[config.mk]
export PLATFORM = sky130hd
export DESIGN_NAME = cluster_frame_tx
export DESIGN_NICKNAME = d
export VERILOG_FILES = /design/src/rtl/cluster_pkg.sv /design/src/rtl/frame_fifo.sv /design/src/rtl/cluster_frame_tx.sv
export SDC_FILE = /design/constraint.sdc
export NUM_CORES = 1
export LEC_CHECK = 0
export CAP_MARGIN = 25
export CORE_UTILIZATION = 41
export DETAILED_ROUTE_END_ITERATION = 12
export DONT_BUFFER_PORTS = 1
export PLACE_DENSITY_LB_ADDON = 0.3
export SLEW_MARGIN = 10
export SYNTH_ARGS = -nofsm -noshare
export SYNTH_HDL_FRONTEND = slang
export SYNTH_SLANG_ARGS = --single-unit
export TNS_END_PERCENT = 20
[constraint.sdc]
create_clock -name clock -period 21.4 [get_ports clock]
set_input_delay 6.42 -clock clock [delete_from_list [all_inputs] [get_ports clock]]
set_output_delay 6.42 -clock clock [all_outputs]
set_load 0.01 [all_outputs]
[src/rtl/cluster_pkg.sv]
// Shared cluster definitions for the cluster finder and the frame transmitter.
package cluster_pkg;

  localparam int MXADRBITS = 11;
  localparam int MXCNTBITS = 3;
  localparam int CLUSTER_W = MXADRBITS + MXCNTBITS;
  localparam logic [MXADRBITS-1:0] INVALID_ADR = 11'h7FE;

  // One cluster word as sent on the link: {cnt, adr}
  typedef struct packed {
    logic [MXCNTBITS-1:0] cnt;
    logic [MXADRBITS-1:0] adr;
  } cluster_t;

  typedef enum logic {
    IDLE = 1'b0,
    SEND = 1'b1
  } tx_state_t;

  // Invalid clusters are replaced by a recognisable marker address with zero size
  function automatic cluster_t encode_cluster(input logic                 vpf,
                                              input logic [MXADRBITS-1:0] adr,
                                              input logic [MXCNTBITS-1:0] cnt);
    cluster_t c;
    if (vpf) begin
      c.cnt = cnt;
      c.adr = adr;
    end else begin
      c.cnt = '0;
      c.adr = INVALID_ADR;
    end
    return c;
  endfunction

endpackage

[src/rtl/frame_fifo.sv]
// Frame FIFO: one entry per whole frame, pointers carry an extra wrap bit
// so full and empty are distinguishable. Read and write together are legal
// even when full, since the read frees the slot the write lands in.
module frame_fifo #(
  parameter int WIDTH = 112,
  parameter int DEPTH = 2
) (
  input  logic             clock,
  input  logic             reset_n,
  input  logic             wr_en,
  input  logic [WIDTH-1:0] wr_data,
  input  logic             rd_en,
  output logic [WIDTH-1:0] rd_data,
  output logic             full,
  output logic             empty
);

  localparam int AW = $clog2(DEPTH);

  logic [WIDTH-1:0] mem [DEPTH];
  logic [AW:0]      wr_ptr;
  logic [AW:0]      rd_ptr;

  assign empty   = (wr_ptr == rd_ptr);
  assign full    = ((wr_ptr ^ rd_ptr) == {1'b1, {AW{1'b0}}});
  assign rd_data = mem[rd_ptr[AW-1:0]];

  // Frame storage; contents need no reset because the pointers gate visibility
  always_ff @(posedge clock) begin
    if (wr_en) mem[wr_ptr[AW-1:0]] <= wr_data;
  end

  // Pointer advance, modulo DEPTH with the extra wrap bit
  always_ff @(posedge clock or negedge reset_n) begin
    if (!reset_n) begin
      wr_ptr <= '0;
      rd_ptr <= '0;
    end else begin
      if (wr_en) wr_ptr <= wr_ptr + 1'b1;
      if (rd_en) rd_ptr <= rd_ptr + 1'b1;
    end
  end

endmodule

[src/rtl/cluster_frame_tx.sv]
// Cluster frame transmitter: captures 8 clusters per latch_in pulse into a
// frame FIFO and serialises each frame as 4 beats of 2 clusters over
// valid/ready. Whole frames are dropped when the FIFO is full.
// Optional macro DROP_COUNT_EN adds the saturating drop_cnt output.
module cluster_frame_tx
  import cluster_pkg::*;
#(
  parameter int MXCLST = 8,
  parameter int BEATS  = 4,
  parameter int DEPTH  = 2
) (
  input  logic                          clock,
  input  logic                          reset_n,
  input  logic                          latch_in,
  input  logic [MXCLST*MXADRBITS-1:0]   adr_in,
  input  logic [MXCLST*MXCNTBITS-1:0]   cnt_in,
  input  logic [MXCLST-1:0]             vpf_in,
  output logic [(MXCLST/BEATS)*CLUSTER_W-1:0] word_out,
  output logic                          sof_out,
  output logic                          valid_out,
  input  logic                          ready_in,
  output logic                          overflow
`ifdef DROP_COUNT_EN
  ,
  output logic [15:0]                   drop_cnt
`endif
);

  localparam int WORD_W  = (MXCLST / BEATS) * CLUSTER_W;
  localparam int FRAME_W = MXCLST * CLUSTER_W;
  localparam int BW      = (BEATS > 1) ? $clog2(BEATS) : 1;
  localparam int QW      = $clog2(DEPTH + 1);
  localparam logic [BW-1:0] LAST_BEAT = BW'(BEATS - 1);

  tx_state_t        state;
  logic [BW-1:0]    beat;
  logic [QW-1:0]    queued;
  logic [FRAME_W-1:0] frame_enc;
  logic [FRAME_W-1:0] head_frame;
  logic             fifo_full;
  logic             fifo_empty;
  logic             accept;
  logic             pop;
  logic             wr_en;
  logic             drop;
  logic             more;

  // Encode every cluster of the incoming frame
  always_comb begin
    frame_enc = '0;
    for (int i = 0; i < MXCLST; i++) begin
      frame_enc[i*CLUSTER_W +: CLUSTER_W] =
        encode_cluster(vpf_in[i],
                       adr_in[i*MXADRBITS +: MXADRBITS],
                       cnt_in[i*MXCNTBITS +: MXCNTBITS]);
    end
  end

  // A full FIFO still accepts a frame when its head is popped in the same cycle
  assign accept = valid_out && ready_in;
  assign pop    = accept && (beat == LAST_BEAT);
  assign wr_en  = latch_in && (!fifo_full || pop);
  assign drop   = latch_in && fifo_full && !pop;
  assign more   = (queued > QW'(1)) || wr_en;

  frame_fifo #(
    .WIDTH (FRAME_W),
    .DEPTH (DEPTH)
  ) u_fifo (
    .clock   (clock),
    .reset_n (reset_n),
    .wr_en   (wr_en),
    .wr_data (frame_enc),
    .rd_en   (pop),
    .rd_data (head_frame),
    .full    (fifo_full),
    .empty   (fifo_empty)
  );

  // Frames held in the FIFO, used to decide whether SEND continues without a gap
  always_ff @(posedge clock or negedge reset_n) begin
    if (!reset_n) begin
      queued <= '0;
    end else if (wr_en && !pop) begin
      queued <= queued + 1'b1;
    end else if (pop && !wr_en) begin
      queued <= queued - 1'b1;
    end
  end

  // Transmitter FSM with registered valid/sof and the beat counter
  always_ff @(posedge clock or negedge reset_n) begin
    if (!reset_n) begin
      state     <= IDLE;
      beat      <= '0;
      valid_out <= 1'b0;
      sof_out   <= 1'b0;
    end else begin
      case (state)
        IDLE: begin
          if (wr_en || !fifo_empty) begin
            state     <= SEND;
            beat      <= '0;
            valid_out <= 1'b1;
            sof_out   <= 1'b1;
          end
        end
        SEND: begin
          if (accept) begin
            if (beat == LAST_BEAT) begin
              beat <= '0;
              if (more) begin
                sof_out <= 1'b1;
              end else begin
                state     <= IDLE;
                valid_out <= 1'b0;
                sof_out   <= 1'b0;
              end
            end else begin
              beat    <= beat + 1'b1;
              sof_out <= 1'b0;
            end
          end
        end
        default: state <= IDLE;
      endcase
    end
  end

  // Beat mux from the stable head frame; forced to zero whenever nothing is offered
  always_comb begin
    word_out = '0;
    if (valid_out) word_out = head_frame[int'(beat)*WORD_W +: WORD_W];
  end

  // Registered drop indication
  always_ff @(posedge clock or negedge reset_n) begin
    if (!reset_n) overflow <= 1'b0;
    else          overflow <= drop;
  end

`ifdef DROP_COUNT_EN
  // Saturating count of dropped frames
  always_ff @(posedge clock or negedge reset_n) begin
    if (!reset_n)                          drop_cnt <= '0;
    else if (drop && drop_cnt != 16'hFFFF) drop_cnt <= drop_cnt + 1'b1;
  end
`endif

endmodule

==> flow_metrics.env, run 1 <==
export IMPL_tightest_slew_ns=1.013
export IMPL_path_buf_inv=1
export IMPL_cp_max_fo=33
export IMPL_relSlewSlack_pct=32.30
export IMPL_status="completed"
export IMPL_cts_root_buf="clkbuf_16"
export IMPL_coreArea_mm2=0.02340
export IMPL_postRouteAntennaNets=0
export IMPL_critical_path_class="flip-flop to primary output"
export IMPL_nets=643
export IMPL_ys_ff_latch=236
export IMPL_min_from="queued[0]"
export IMPL_slew_viol_final=0
export IMPL_final_hold_viol_count=0
export IMPL_ys_seq_area_share_pct=72.09
export IMPL_peakVddDrop_uv=62.26
export IMPL_rr_startpoint="beat[0]"
export IMPL_syn_nets=637
export IMPL_route_vias_total=4657
export IMPL_yosysWarningCount=0
export IMPL_die_x_um=156.2
export IMPL_cts_resized=0
export IMPL_worstHoldPathCells=1
export IMPL_final_common_cell="edfxtp_1"
export IMPL_p_switching_uw=417.7
export IMPL_rows=56
export IMPL_finClkSkew_ns=0.007667
export IMPL_area_delta_synth_final_pct=12.57
export IMPL_pwr_share_clk_pct=30.4
export IMPL_global_route_usage_met2_pct=28.30
export IMPL_dieArea_mm2=0.02439
export IMPL_cp_data_required_time_ns=14.98
export IMPL_period_share_pct=43.67
export IMPL_cts_tree="done"
export IMPL_syn_avg_cell_area_um2=19.11
export IMPL_endpoint_kind="primary output"
export IMPL_cts_clk_slew_worst_paths_ns=0.06
export IMPL_hpwl_mm=12.44
export IMPL_top_usage_layer="met2"
export IMPL_antenna_found_initial=6
export IMPL_multi_input_area_mm2=0.002574
export IMPL_fin_tns_setup_ns=0
export IMPL_avgRoutedWirePerCell_um=23.68
export IMPL_via_per_inst=5.421
export IMPL_syn_inst=510
export IMPL_hold_ws_ns=0.4827
export IMPL_regArea_mm2=0.007032
export IMPL_p_seq_share_pct=46.3
export IMPL_crit_path_max_incr_delay_ns=0.78
export IMPL_h_tree_depth=1
export IMPL_crit_family="flip-flops"
export IMPL_gp_congestion=0.7421
export IMPL_rsz0062_at_grt="no"
export IMPL_grt_use_met1_pct=21.51
export IMPL_cts_sinks=236
export IMPL_reg2reg_to="u_fifo.mem[0][85]"
export IMPL_ios=155
export IMPL_p_int_mw=1.083
export IMPL_hold_class="flip-flop to flip-flop"
export IMPL_netlist_area_mm2=0.009747
export IMPL_layout_common_cells="edfxtp_1, nand2b_1, mux4_2"
export IMPL_cts_made_buffers=26
export IMPL_grt_max_degree=65
export IMPL_swShare_pct=27.83
export IMPL_fillers=1961
export IMPL_detail_route_iter0_violations=248
export IMPL_leakage_nw=3.453
export IMPL_gr_total_overflow=0
export IMPL_grtUsageTotal_pct=16.59
export IMPL_clock_latency_ns=0.51
export IMPL_die_h_um=156.2
export IMPL_max_cap_violations=0
export IMPL_cpMaxStageDelayCell="dfrtp_4"
export IMPL_reg2reg_depth=7
export IMPL_grt_first_pass_wirelength_mm=29.73
export IMPL_drc=0
export IMPL_r2r_setup_slack_ns=16.93
export IMPL_post_route_min_period_ns=9.346
export IMPL_met3_usage_pct=3.222
export IMPL_port_buffers=0
export IMPL_start_kind="flip-flop"
export IMPL_grt_pass1_vias=4945
export IMPL_synth_cell_types=32
export IMPL_cts_setup_buffers=0
export IMPL_postCtsHoldBufs=0
export IMPL_p_per_area_mw_per_mm2=136.8
export IMPL_pwr_share_comb_pct=23.3
export IMPL_drive_gt1_share_pct=19.96
export IMPL_dr_pass1_iters=4
export IMPL_cp_arrival_ns=2.93
export IMPL_path_cells="buf_4 > mux4_1 > a22o_1"
export IMPL_setup_viol=0
export IMPL_hold_path_endpoint="queued[0]"
export IMPL_start_util_pct=41.65
export IMPL_cts_max_path_buffers=3
export IMPL_max_freq_mhz=107.0
export IMPL_routed_wl_mm=20.34
[worst register-to-register path, cell delays in order, from the launching register on]
cell	delay [ns]
dfrtp_4	0.78
buf_4	0.66
ha_1	0.37
and3_1	0.33
inv_1	0.21
a311oi_4	0.30
buf_4	0.64
buf_4	0.76
[power groups by stage]
stage          Combinational (mW)  Sequential (mW)  Clock (mW)
3_3_place_gp                0.344            0.697           0
2_1_floorplan               0.302            0.715           0
3_5_place_dp                0.355            0.706           0
6_report                    0.350            0.694       0.456
5_1_grt                     0.378            0.707       0.483
4_1_cts                     0.358            0.697       0.466
[cells by family after synthesis]
group	count (synthesis)	share of synthesized area (%)
flops	236	72.09
xor+xnor	7	0.6290
compound gates	44	3.633
simple gates	130	8.164
buf+inv	33	1.926
mux	57	13.17
fa+ha+maj	3	0.3852
[per-layer routing]
metal	wire (um)	vias to the layer above	part of all wire (%)
li1	-	2037	-
met1	8404	2440	41
met2	10390	148	51
met3	1129	30	5.6
met4	397	2	2.0
met5	17	-	0.084
[stage by stage]
step / util [%] / std cells / setup WS [ns] / power [mW] / cell area [um2]
finish: 46.88 / 859 / 12.05 / 1.501 / 10970
global route: 46.88 / 859 / 11.85 / 1.568 / 10970
CTS: 46.84 / 855 / 11.97 / 1.521 / 10960
detailed placement: 43.02 / 807 / 12.37 / 1.061 / 10070
global placement: 43.02 / 807 / 12.46 / 1.041 / 10070
floorplan: - / 510 / 4.815 / 1.018 / 9747
[how the worst max path moves through the flow]
stage             start               end  cells past startpoint
2_1_floorplan  ready_in  u_fifo.mem[0][0]                      4
3_3_place_gp   ready_in  u_fifo.mem[0][6]                      5
3_5_place_dp   ready_in  u_fifo.mem[0][6]                      5
4_1_cts         beat[0]       word_out[4]                      3
5_1_grt         beat[0]       word_out[5]                      3
6_report        beat[0]       word_out[4]                      3
[cell usage after synthesis]
library cell,n,area [um2]
o31ai_1,1,7.510
a32oi_1,1,8.760
nor4b_1,1,8.760
nand2b_1,80,500.5
mux4_1,3,78.83
mux2_2,1,11.26
a211o_1,1,8.760
buf_1,2,7.510
nor2_1,1,3.750
a21oi_1,2,10.01
a31oi_1,3,18.77
clkbuf_1,13,48.80
a311oi_1,1,8.760
o21ai_0,4,20.02
buf_2,7,35.03
edfxtp_1,224,6726
buf_12,2,40.04
buf_6,2,22.52
nor2b_1,2,12.51
buf_4,2,15.01
ha_1,3,37.54
xnor2_1,5,43.79
and2_1,33,206.5
nand2_1,6,22.52
nor3_1,2,10.01
and3_1,2,12.51
mux4_2,53,1194
xor2_1,2,17.52
nor4_1,3,18.77
inv_1,5,18.77
dfrtp_1,12,300.3
a22o_1,31,271.5
[cell type report]
class	count	area share [%]
flip-flops and latches	236	64.09
multi-input cells	241	23.46
clock buffers	31	6.295
well taps	319	3.638
clock inverters	17	1.847
repair buffers	6	0.4105
inverters	5	0.1711
diodes	4	0.09123
[flip-flops by register name, summed over array words and instances (netlist names)]
signal	count
overflow	1
beat	2
queued	2
u_fifo.mem	224
state	1
u_fifo.rd_ptr	2
valid_out	1
u_fifo.wr_ptr	2
sof_out	1
Power figures use the tool's default switching activity.
==> run 2, diff against run 1 <==
clock period = 9.07 ns   (was 21.4 ns; I/O delays follow)
==> run 2 against run 1 <==
Effect of this change: clock-buffer cell count decreased by 3; setup slack got worse by 8.6 ns; non-clock buffer count increased by 1; final cell count decreased by 0.23%; critical path type unchanged.
==> flow_metrics.env, run 2 (same netlist as run 1, synthesis figures left out) <==
export IMPL_drc=0
export IMPL_postRouteAntennaNets=0
export IMPL_clock_latency_ns=0.51
export IMPL_hpwl_mm=12.78
export IMPL_hold_class="flip-flop to flip-flop"
export IMPL_cts_setup_buffers=0
export IMPL_route_vias_total=4730
export IMPL_rows=56
export IMPL_cp_arrival_ns=2.89
export IMPL_fillers=2011
export IMPL_dieArea_mm2=0.02439
export IMPL_tightest_slew_ns=1.049
export IMPL_gp_congestion=0.7751
export IMPL_setup_viol=0
export IMPL_final_hold_viol_count=0
export IMPL_largest_reg_flops=224
export IMPL_p_per_area_mw_per_mm2=321.2
export IMPL_period_share_pct=61.86
export IMPL_routed_wl_mm=20.32
export IMPL_dr_pass1_iters=4
export IMPL_cp_data_required_time_ns=6.35
export IMPL_detail_route_iter0_violations=356
export IMPL_status="completed"
export IMPL_port_buffers=0
export IMPL_start_kind="flip-flop"
export IMPL_grtUsageTotal_pct=16.51
export IMPL_drive_gt1_share_pct=19.32
export IMPL_avgRoutedWirePerCell_um=23.71
export IMPL_hold_ws_ns=0.4814
export IMPL_cts_sinks=236
export IMPL_cts_clk_slew_worst_paths_ns=0.06
export IMPL_cts_root_buf="clkbuf_16"
export IMPL_grt_pass1_vias=5059
export IMPL_leakage_nw=3.448
export IMPL_area_delta_synth_final_pct=12.62
export IMPL_coreArea_mm2=0.02340
export IMPL_layout_common_cells="edfxtp_1, nand2b_1, mux4_2"
export IMPL_grt_first_pass_wirelength_mm=29.68
export IMPL_postCtsHoldBufs=0
export IMPL_max_cap_violations=0
export IMPL_start_util_pct=41.65
export IMPL_via_per_inst=5.519
export IMPL_peakVddDrop_uv=134.4
export IMPL_gr_total_overflow=0
export IMPL_final_common_cell="edfxtp_1"
export IMPL_fin_tns_setup_ns=0
export IMPL_relSlewSlack_pct=29.95
export IMPL_ios=155
export IMPL_cp_max_fo=32
export IMPL_rsz0062_at_grt="no"
export IMPL_die_x_um=156.2
export IMPL_post_route_min_period_ns=5.610
export IMPL_max_freq_mhz=178.2
export IMPL_h_tree_depth=1
export IMPL_antenna_found_initial=9
export IMPL_die_h_um=156.2
export IMPL_cts_resized=0
export IMPL_endpoint_kind="primary output"
export IMPL_critical_path_class="flip-flop to primary output"
export IMPL_finClkSkew_ns=0.01392
export IMPL_cts_tree="done"
export IMPL_postPlaceCellArea_mm2=0.01007
export IMPL_cts_made_buffers=24
export IMPL_slew_viol_final=0
export IMPL_grt_max_degree=81
export IMPL_cts_max_path_buffers=3
export IMPL_design_area_mm2=0.01098
export IMPL_nets=642
## run 2: cell types whose count changed in the layout (fill, tap and decap cells not counted), sizes merged
cell	change
buf	+1
clkbuf	-3
inv	-1
diode	+1
bufinv	+2
clkinv	-2
## run 2: metal layers
| metal | track usage, % | vias up | share of wire, % |
|---|---|---|---|
| li1 | - | 2041 | - |
| met5 | 0 | - | 0.25 |
| met3 | 4.778 | 36 | 8.6 |
| met1 | 20.19 | 2459 | 38 |
| met4 | 4.108 | 8 | 1.5 |
| met2 | 28.68 | 186 | 51 |
## run 2: layout make-up
| type | instances | area [um2] | area share (%) |
|---|---|---|---|
| Sequential cell | 236 | 7032 | 64.06 |
| Multi-Input combinational cell | 241 | 2574 | 23.45 |
| Clock buffer | 28 | 636.9 | 5.802 |
| Tap cell | 319 | 399.1 | 3.636 |
| Clock inverter | 16 | 231.5 | 2.109 |
| Timing Repair Buffer | 7 | 72.57 | 0.6611 |
| Inverter | 5 | 18.77 | 0.1710 |
| Antenna cell | 5 | 12.51 | 0.1140 |
## run 2: stage by stage
step | worst slack, ns | utilization, % | total power, mW | std cells
3_5_place_dp | 3.756 | 43.02 | 2.493 | 807
2_1_floorplan | -0.7899 | - | 2.378 | 510
6_report | 3.460 | 46.90 | 3.526 | 857
4_1_cts | 3.380 | 46.73 | 3.566 | 851
3_3_place_gp | 3.803 | 43.02 | 2.456 | 807
5_1_grt | 3.248 | 46.89 | 3.681 | 856
## run 2: power by group
part	internal [mW]	total, mW	switching (mW)	leakage [nW]
clock	0.672	1.06	0.391	0.413
sequential	1.52	1.66	0.138	2.15
combinational	0.379	0.806	0.426	0.881
total	2.57	3.53	0.955	3.45
## run 2: critical path, cell delays in order (launching register included)
cell and delay (ns):
dfrtp_4 0.76, buf_4 0.63, mux4_1 0.64, a22o_1 0.29
## run 2: worst paths after layout
kind / endpoint / cells past startpoint / startpoint / slack [ns]
worst max-delay path: word_out[4] / 3 / beat[0] / 3.46
worst min-delay path: queued[0] / 1 / queued[0] / 0.48
worst max register to register: u_fifo.mem[0][27] / 7 / beat[1] / 5.56
worst min register to register: queued[0] / 1 / queued[0] / 0.48
max in group asynchronous: beat[0] / 0 / reset_n / 7.09
min in group asynchronous: overflow / 0 / reset_n / 1.90
